## src/rtl/enc_pkg.sv

```systemverilog
// Shared constants, state encoding and the MFM cell-pair rule for the flux stream encoder.
package enc_pkg;

  localparam logic        MODE_MFM    = 1'b0;
  localparam logic        MODE_FM     = 1'b1;
  localparam logic [15:0] SYNC_A1_MFM = 16'h4489;
  localparam logic [15:0] SYNC_C2_MFM = 16'h5224;
  localparam logic [7:0]  FM_CLK_DATA = 8'hFF;
  localparam logic [7:0]  MARK_A1     = 8'hA1;
  localparam logic [7:0]  MARK_C2     = 8'hC2;

  typedef enum logic [0:0] {
    ST_IDLE = 1'b0,
    ST_RUN  = 1'b1
  } enc_state_e;

  // {clock cell, data cell} for one MFM bit given the previously written data bit.
  function automatic logic [1:0] mfm_pair(input logic bit_v, input logic prev_v);
    if (bit_v) begin
      return 2'b01;
    end else if (prev_v) begin
      return 2'b00;
    end else begin
      return 2'b10;
    end
  endfunction

endpackage

```

## src/rtl/flux_word_encode.sv

```systemverilog
// Combinational byte-to-cell-word encoder; cell 15 is written first.
module flux_word_encode
  import enc_pkg::*;
#(
  parameter bit FM_ENABLE = 1'b1
) (
  input  logic [7:0]  data_i,
  input  logic        prev_i,
  input  logic        mode_i,
  input  logic        sync_i,
  input  logic [7:0]  fm_clk_i,
  output logic [15:0] word_o
);

  logic       fm_sel;
  logic       chain;
  logic [2:0] idx;

  assign fm_sel = FM_ENABLE && (mode_i == MODE_FM);

  always_comb begin
    word_o = '0;
    chain  = prev_i;
    idx    = '0;
    for (int unsigned k = 0; k < 8; k++) begin
      idx = 3'(7 - k);
      if (fm_sel) begin
        word_o[{idx, 1'b0} +: 2] = {(sync_i ? fm_clk_i[idx] : 1'b1), data_i[idx]};
      end else begin
        word_o[{idx, 1'b0} +: 2] = mfm_pair(data_i[idx], chain);
      end
      chain = data_i[idx];
    end
    // Marks drop a clock cell; only A1 and C2 have a defined MFM mark form.
    if (!fm_sel && sync_i) begin
      if (data_i == MARK_A1) begin
        word_o = SYNC_A1_MFM;
      end else if (data_i == MARK_C2) begin
        word_o = SYNC_C2_MFM;
      end
    end
  end

endmodule

```

## src/rtl/mfm_stream_encoder.sv

```systemverilog
// Byte-stream to flux-cell serializer: holding register, IDLE/RUN FSM, cell divider, 16-bit shifter.
module mfm_stream_encoder
  import enc_pkg::*;
#(
  parameter int unsigned CELL_DIV_W = 8,
  parameter bit          FM_ENABLE  = 1'b1
) (
  input  logic                  clk,
  input  logic                  reset,
  input  logic                  enable,
  input  logic                  mode,
  input  logic [CELL_DIV_W-1:0] cell_div,
  input  logic [7:0]            in_data,
  input  logic                  in_sync,
  input  logic [7:0]            in_fm_clk,
  input  logic                  in_valid,
  output logic                  in_ready,
  output logic                  cell_strobe,
  output logic                  flux_out,
  output logic                  busy,
  output logic                  underrun
);

  enc_state_e            state_q, state_d;
  logic                  hold_valid_q, hold_valid_d;
  logic [7:0]            hold_data_q, hold_data_d;
  logic                  hold_sync_q, hold_sync_d;
  logic                  hold_mode_q, hold_mode_d;
  logic [7:0]            hold_fmclk_q, hold_fmclk_d;
  logic [15:0]           shift_q, shift_d;
  logic                  last_q, last_d;
  logic [CELL_DIV_W-1:0] cnt_q, cnt_d;
  logic [CELL_DIV_W-1:0] div_q, div_d;
  logic [3:0]            bit_q, bit_d;
  logic                  zfill_q, zfill_d;
  logic                  underrun_q, underrun_d;

  logic                  hs;
  logic                  load;
  logic                  cell_end;
  logic                  mode_eff;
  logic [CELL_DIV_W-1:0] div_eff;
  logic [15:0]           enc_word;

  assign mode_eff = FM_ENABLE ? hold_mode_q : MODE_MFM;
  assign div_eff  = (cell_div == '0) ? CELL_DIV_W'(1) : cell_div;
  assign cell_end = (cnt_q == div_q - CELL_DIV_W'(1));
  assign hs       = in_valid && !hold_valid_q;

  flux_word_encode #(
    .FM_ENABLE(FM_ENABLE)
  ) u_enc (
    .data_i  (hold_data_q),
    .prev_i  (last_q),
    .mode_i  (mode_eff),
    .sync_i  (hold_sync_q),
    .fm_clk_i(hold_fmclk_q),
    .word_o  (enc_word)
  );

  always_comb begin
    state_d      = state_q;
    hold_valid_d = hold_valid_q;
    hold_data_d  = hold_data_q;
    hold_sync_d  = hold_sync_q;
    hold_mode_d  = hold_mode_q;
    hold_fmclk_d = hold_fmclk_q;
    shift_d      = shift_q;
    last_d       = last_q;
    cnt_d        = cnt_q;
    div_d        = div_q;
    bit_d        = bit_q;
    zfill_d      = zfill_q;
    underrun_d   = underrun_q;
    load         = 1'b0;

    if (!enable) begin
      underrun_d = 1'b0;
    end

    case (state_q)
      ST_IDLE: begin
        if (enable && hold_valid_q) begin
          load    = 1'b1;
          state_d = ST_RUN;
          div_d   = div_eff;
          cnt_d   = '0;
          bit_d   = '0;
          zfill_d = 1'b0;
        end
      end
      ST_RUN: begin
        if (!enable) begin
          state_d = ST_IDLE;
          shift_d = '0;
          last_d  = 1'b0;
          cnt_d   = '0;
          bit_d   = '0;
          zfill_d = 1'b0;
        end else if (cell_end) begin
          cnt_d = '0;
          div_d = div_eff;
          // Word boundary, or any cell boundary while filling with zero cells.
          if (zfill_q || (bit_q == 4'd15)) begin
            bit_d = '0;
            if (hold_valid_q) begin
              load    = 1'b1;
              zfill_d = 1'b0;
            end else begin
              zfill_d    = 1'b1;
              underrun_d = 1'b1;
              shift_d    = '0;
              last_d     = 1'b0;
            end
          end else begin
            shift_d = {shift_q[14:0], 1'b0};
            bit_d   = bit_q + 4'd1;
          end
        end else begin
          cnt_d = cnt_q + CELL_DIV_W'(1);
        end
      end
      default: state_d = ST_IDLE;
    endcase

    if (load) begin
      shift_d      = enc_word;
      last_d       = hold_data_q[0];
      hold_valid_d = 1'b0;
    end

    if (hs) begin
      hold_valid_d = 1'b1;
      hold_data_d  = in_data;
      hold_sync_d  = in_sync;
      hold_mode_d  = mode;
      hold_fmclk_d = in_fm_clk;
    end
  end

  always_ff @(posedge clk or posedge reset) begin
    if (reset) begin
      state_q      <= ST_IDLE;
      hold_valid_q <= 1'b0;
      hold_data_q  <= '0;
      hold_sync_q  <= 1'b0;
      hold_mode_q  <= MODE_MFM;
      hold_fmclk_q <= '0;
      shift_q      <= '0;
      last_q       <= 1'b0;
      cnt_q        <= '0;
      div_q        <= '0;
      bit_q        <= '0;
      zfill_q      <= 1'b0;
      underrun_q   <= 1'b0;
    end else begin
      state_q      <= state_d;
      hold_valid_q <= hold_valid_d;
      hold_data_q  <= hold_data_d;
      hold_sync_q  <= hold_sync_d;
      hold_mode_q  <= hold_mode_d;
      hold_fmclk_q <= hold_fmclk_d;
      shift_q      <= shift_d;
      last_q       <= last_d;
      cnt_q        <= cnt_d;
      div_q        <= div_d;
      bit_q        <= bit_d;
      zfill_q      <= zfill_d;
      underrun_q   <= underrun_d;
    end
  end

  assign busy        = (state_q == ST_RUN);
  assign cell_strobe = busy && (cnt_q == '0);
  assign flux_out    = cell_strobe && shift_q[15];
  assign underrun    = underrun_q;
  assign in_ready    = !hold_valid_q;

endmodule

```

## config.mk

```make
export PLATFORM = sky130hd
export DESIGN_NAME = mfm_stream_encoder
export DESIGN_NICKNAME = d
export VERILOG_FILES = /design/src/rtl/enc_pkg.sv /design/src/rtl/flux_word_encode.sv /design/src/rtl/mfm_stream_encoder.sv
export SDC_FILE = /design/constraint.sdc
export NUM_CORES = 1
export LEC_CHECK = 0
export CORE_MARGIN = 4
export CORE_UTILIZATION = 38
export DETAILED_ROUTE_END_ITERATION = 16
export PLACE_DENSITY = 0.66
export SKIP_LAST_GASP = 1
export SYNTH_ARGS = -nofsm -noshare
export SYNTH_HDL_FRONTEND = slang
export SYNTH_SLANG_ARGS = --single-unit
```

## constraint.sdc

```tcl
create_clock -name clk -period 7.8 [get_ports clk]
set_clock_uncertainty 0.1 [all_clocks]
set_input_delay 1.56 -clock clk [delete_from_list [all_inputs] [get_ports clk]]
set_output_delay 1.56 -clock clk [all_outputs]
set_load 0.01 [all_outputs]
```

After elaboration in Yosys (flattened, before gate mapping)

Index checks and enable logic that the tools add are counted.
Widths: inputs -> output; s select.

Memory bits (read-only): 0
Register bits after elaboration: 59
Latch bits: 0
Memories: 0
RAM bits: 0

Magnitude comparators: 0
Shift operators: 0
Equal/unequal tests: 13
Reductions and logical operators: 17
Multiplexer cells: 83
Multiply operators: 0
Add/subtract/negate cells: 3
Divide/modulo/power cells: 0
Bitwise logic cells: 1

Operators by type and width:

| operator            | number |
|---|---|
| $mux 16             | 9 |
| $mux 8              | 7 |
| $mux 2              | 24 |
| $mux 1              | 33 |
| $pmux 8 s2          | 2 |
| $eq 8x8->1 const B  | 2 |
| $logic_not 8->1     | 2 |
| $mux 4              | 4 |
| $ne 3x2->1 const B  | 3 |
| $reduce_and 3->1    | 3 |
| $add 8x1->8 const B | 1 |
| $eq 8x8->1          | 1 |
| $pmux 4 s2          | 1 |
| $sub 8x1->8 const B | 1 |
| $ne 3x1->1 const B  | 2 |
| $pmux 1 s2          | 3 |
| $logic_and 1x1->1   | 5 |
| $add 4x1->4 const B | 1 |
| $eq 4x4->1 const B  | 1 |
| $ne 2x2->1 const B  | 2 |
| $ne 4x4->1 const B  | 1 |
| $reduce_and 4->1    | 1 |
| $reduce_bool 2->1   | 2 |
| $logic_not 1->1     | 2 |
| other kinds (4)     | 4 |

Logic depth before layout (Yosys ltp)

Depth after elaboration: 8
Mapped depth: 11
Gate-level depth less buffers: 9

Cells and area by module

Synthesis repeated with hierarchy kept, for this count alone.

Cell total of the unflattened synthesis: 304
Area, all modules: 3,119.2 um^2

Modules (own cells, without submodules):

| module             | area an instance (um^2) | seq. area each (um^2) | cells an instance | instances |
|---|---|---|---|---|
| mfm_stream_encoder | 2,920.3                 | 1,476.4               | 272               | 1 |
| flux_word_encode   | 198.9                   | 0.0                   | 32                | 1 |

Worst setup path before layout

OpenSTA, ideal clock, no wires.

Path type: flip-flop to output port
From: reg cnt_q[4]
To: out flux_out
Path slack: 4.544 ns
Stages on the path, launching flop included: 5
Data arrival time: 1.596 ns
Cell sequence: dfrtp_1 > buf_2 > or4_1 > nor4_1 > and2_1

Longest elaborated chain between the ends: 3

Ends and longest elaborated chain:

| item                     | line                      | text |
|---|---|---|
| start: declaration       | mfm_stream_encoder.sv:32  | `logic [CELL_DIV_W-1:0] cnt_q, cnt_d;` |
| start signal: assignment | mfm_stream_encoder.sv:165 | `cnt_q <= cnt_d;` |
| $logic_not 8->1          | mfm_stream_encoder.sv:174 | `assign cell_strobe = busy && (cnt_q == '0);` |
| $logic_and 1x1->1        | mfm_stream_encoder.sv:174 |  |
| net cell_strobe          | mfm_stream_encoder.sv:18  | `output logic cell_strobe,` |
| $logic_and 1x1->1        | mfm_stream_encoder.sv:175 | `assign flux_out = cell_strobe && shift_q[15];` |
| end: declaration         | mfm_stream_encoder.sv:19  | `output logic flux_out,` |

The timed path passes the listed nets, and every way through them passes these cells.

Final worst setup path

From: reg cnt_q[3]
To: out flux_out

Longest elaborated chain between the ends: 3

Ends and longest elaborated chain:

| item              | line |
|---|---|
| $logic_not 8->1   | mfm_stream_encoder.sv:174 |
| $logic_and 1x1->1 | mfm_stream_encoder.sv:174 |
| $logic_and 1x1->1 | mfm_stream_encoder.sv:175 |

No other way between the ends.

==> results.py <==
metrics = {
    "outcome": {
        "outcome": "completed",
    },
    "worst_hold_path": {
        "hold-path-cell-count": 1,
        "hp-class": "register to register",
        "min_from": "shift_q[14]",
        "hold-path-endpoint": "shift_q[14]",
    },
    "clocking": {
        "clockBufferDepth": 2,
        "cts_resized": 0,
        "clock-sinks": 59,
        "cts_buffers": 9,
        "clkLatencyLatePin_ns": 0.34,
        "cts_root_buffer": "clkbuf_8",
        "htreeDepth": 3,
        "cts_tree": "built",
        "clk_pin_slew_ns": 0.07,
        "cts_setup_buffers": 0,
        "cts_hold_buf": 0,
    },
    "timing": {
        "fin_crit_ns": 3.92,
        "fin_crit_sh": 0.503,
        "hold_viol": 0,
        "slew_viol_final": 0,
        "relSlewSlack": 0.506,
        "worstMarginPinSlew_ns": 0.740,
        "tns_ns": 0,
        "fmax_mhz": 255,
        "setup_viol": 0,
        "holdWs_ns": 0.413,
        "fin_ws_ns": 3.88,
        "rsz0062_at_grt": "no",
    },
    "worst_setup_path": {
        "cp-end-kind": "primary output",
        "r2r-end": "shift_q[15]",
        "crit_required_ns": 6.14,
        "path_max_fanout": 6,
        "arrival_ns": 2.26,
        "critical_path_class": "register to primary output",
        "slowest_delay_ns": 0.53,
        "start_kind": "register",
        "critPathLaunch": "cnt_q[3]",
        "worstReg2RegStart": "div_q[0]",
        "path_cells": "or4_1 -> nor4_1 -> and2_1 -> clkdlybuf4s50_1",
        "crit_buf_inv": 1,
        "path_delay_family": "simple AND/OR/NAND/NOR gates",
        "cp_slowest_cell": "clkdlybuf4s50_1",
        "ff2ff_path_depth": 8,
        "rrSetupSlack_ns": 4.75,
    },
    "routing": {
        "drtIter0Drc": 96,
        "vias_per_cell": 5.21,
        "vias": 2288,
        "dr.pass1.iters": 4,
        "antenna_left": 0,
        "drc": 0,
        "drt-total-wl_um": 6360,
        "wl_per_cell_um": 14.5,
    },
    "final_layout": {
        "final_common_cell": "dfrtp_1",
        "drive_gt1_frac": 0.187,
        "fin_nets": 366,
        "final_cell_area_um2": 3790,
        "n_antenna_cell": 0,
        "fill_cells": 744,
        "syn_to_final_growth_pct": 20.7,
        "final_cells": 439,
        "mostFrequentLayoutCells": "dfrtp_1 (59), clkdlybuf4s50_1 (34), nand2_1 (33)",
    },
    "logic_synthesis": {
        "yosys_warnings": 0,
        "yosysSeqAreaShare": 0.470,
        "synth_seq_cells": 59,
        "yosys.area.top_type": "dfrtp_1",
        "syn_nets": 331,
        "synth_cell_type_count": 56,
        "synthCells": 297,
        "async_flop_share": 1.00,
        "synthTopCellsByArea": "dfrtp_1 (47%), mux2_2 (11%), nand2_1 (3.9%), o21ai_0 (3.7%), nor2_1 (2.5%)",
        "synth-main-ff-cell": "dfrtp_1",
        "synth.avg_cell_area_um2": 10.6,
        "synth_edf_count": 0,
        "synth.top_cell.area_share": 0.470,
        "synth_area_um2": 3140,
    },
    "global_routing": {
        "antenna_found_initial": 0,
        "grt_usage": 0.140,
        "grt_pass1_vias": 2350,
        "grt_start_max_net_pins": 60,
        "grt_pass1_wl_um": 11200,
        "grt_remaining_overflow": 0,
    },
    "die": {
        "core_um2": 7890,
        "fp.dieH_um": 98.9,
        "initial_core_util": 0.398,
        "die_x_um": 98.9,
        "die-area_um2": 9780,
        "row_count": 32,
        "pin_count": 35,
    },
    "placed_design": {
        "dp.cells": 423,
        "hpwl_um": 4490,
        "place.gp.congestion": 0.828,
        "port_buffers": 34,
        "dpl_cell_area_um2": 3560,
        "dpl_worst_slack_ns": 4.23,
    },
    "power_and_ir_drop": {
        "ir_worst_vdd_uv": 178,
        "pwr_density_cell_nw_per_um2": 271,
        "p_leak_nw": 1.64,
    },
    "flow_run": {
        "cap_violations": 0,
    },
}
-- final cells by class --
class	count	area [um2]	share of cell area
clock buffers	11	151	0.0400
repair buffers	37	363	0.0958
clock inverters	5	75.1	0.0198
well taps	102	128	0.0337
inverters	12	45.0	0.0119
flip-flops and latches	59	1480	0.390
multi-input cells	213	1550	0.409
-- worst max path at each step --
stage	slack, ns	end	cells after the start
after global placement	4.24	flux_out	4
after detailed placement	4.23	flux_out	4
after CTS	3.86	flux_out	4
final	3.88	flux_out	4
after floorplan	4.54	flux_out	4
after global routing	3.76	flux_out	4
-- power breakdown --
part | internal (mW) | leakage [nW] | total (mW) | switching [mW]
registers | 0.380 | 0.745 | 0.453 | 0.0728
logic | 0.138 | 0.775 | 0.258 | 0.120
clock network | 0.196 | 0.119 | 0.318 | 0.122
total | 0.714 | 1.64 | 1.03 | 0.314
-- cell usage after synthesis (3+ instances only) --
master / instances
a211oi_1: 5
a21oi_1: 3
a22o_1: 3
a2bb2oi_1: 3
a31oi_1: 3
buf_2: 4
clkbuf_1: 7
dfrtp_1: 59
ha_1: 4
inv_1: 12
mux2_2: 30
mux2_4: 4
nand2_1: 33
nand2b_1: 6
nand3_1: 3
nand4_1: 3
nor2_1: 21
nor2b_1: 5
nor3_1: 3
nor4_1: 5
o21ai_0: 23
o22ai_1: 6
o31ai_1: 3
xnor2_1: 6
xor2_1: 6
-- registers in the layout, indices dropped and copies added (netlist names), 4 cells and up --
register and cells:
hold_data_q 8, div_q 8, hold_fmclk_q 8, cnt_q 8
bit_q 4, shift_q 16
-- metrics by stage --
step | power, mW | util
5_1_grt | 1.09 | 0.480
2_1_floorplan | 0.640 | -
6_report | 1.03 | 0.480
3_5_place_dp | 0.719 | 0.452
4_1_cts | 1.04 | 0.480
3_3_place_gp | 0.709 | 0.452
-- cells by family (layout without fill, tap and decap cells) --
logic type | count (synthesis) | in the layout | share of synthesized area
simple gates | 92 | 92 | 0.150
compound gates | 69 | 69 | 0.161
flops | 59 | 59 | 0.470
mux | 36 | 36 | 0.133
buf+inv | 25 | 65 | 0.0355
xor+xnor | 12 | 12 | 0.0335
fa+ha+maj | 4 | 4 | 0.0159
-- per-layer routing --
| metal | track usage | wire (um) | vias up |
|---|---|---|---|
| li1 | - | - | 1143 |
| met1 | 0.180 | 3000 | 1083 |
| met2 | 0.221 | 2900 | 52 |
| met3 | 0.0538 | 356 | 10 |
| met4 | 0.0399 | 97 | 0 |
| met5 | 0 | 0 | - |
Power figures use the tool's default switching activity.
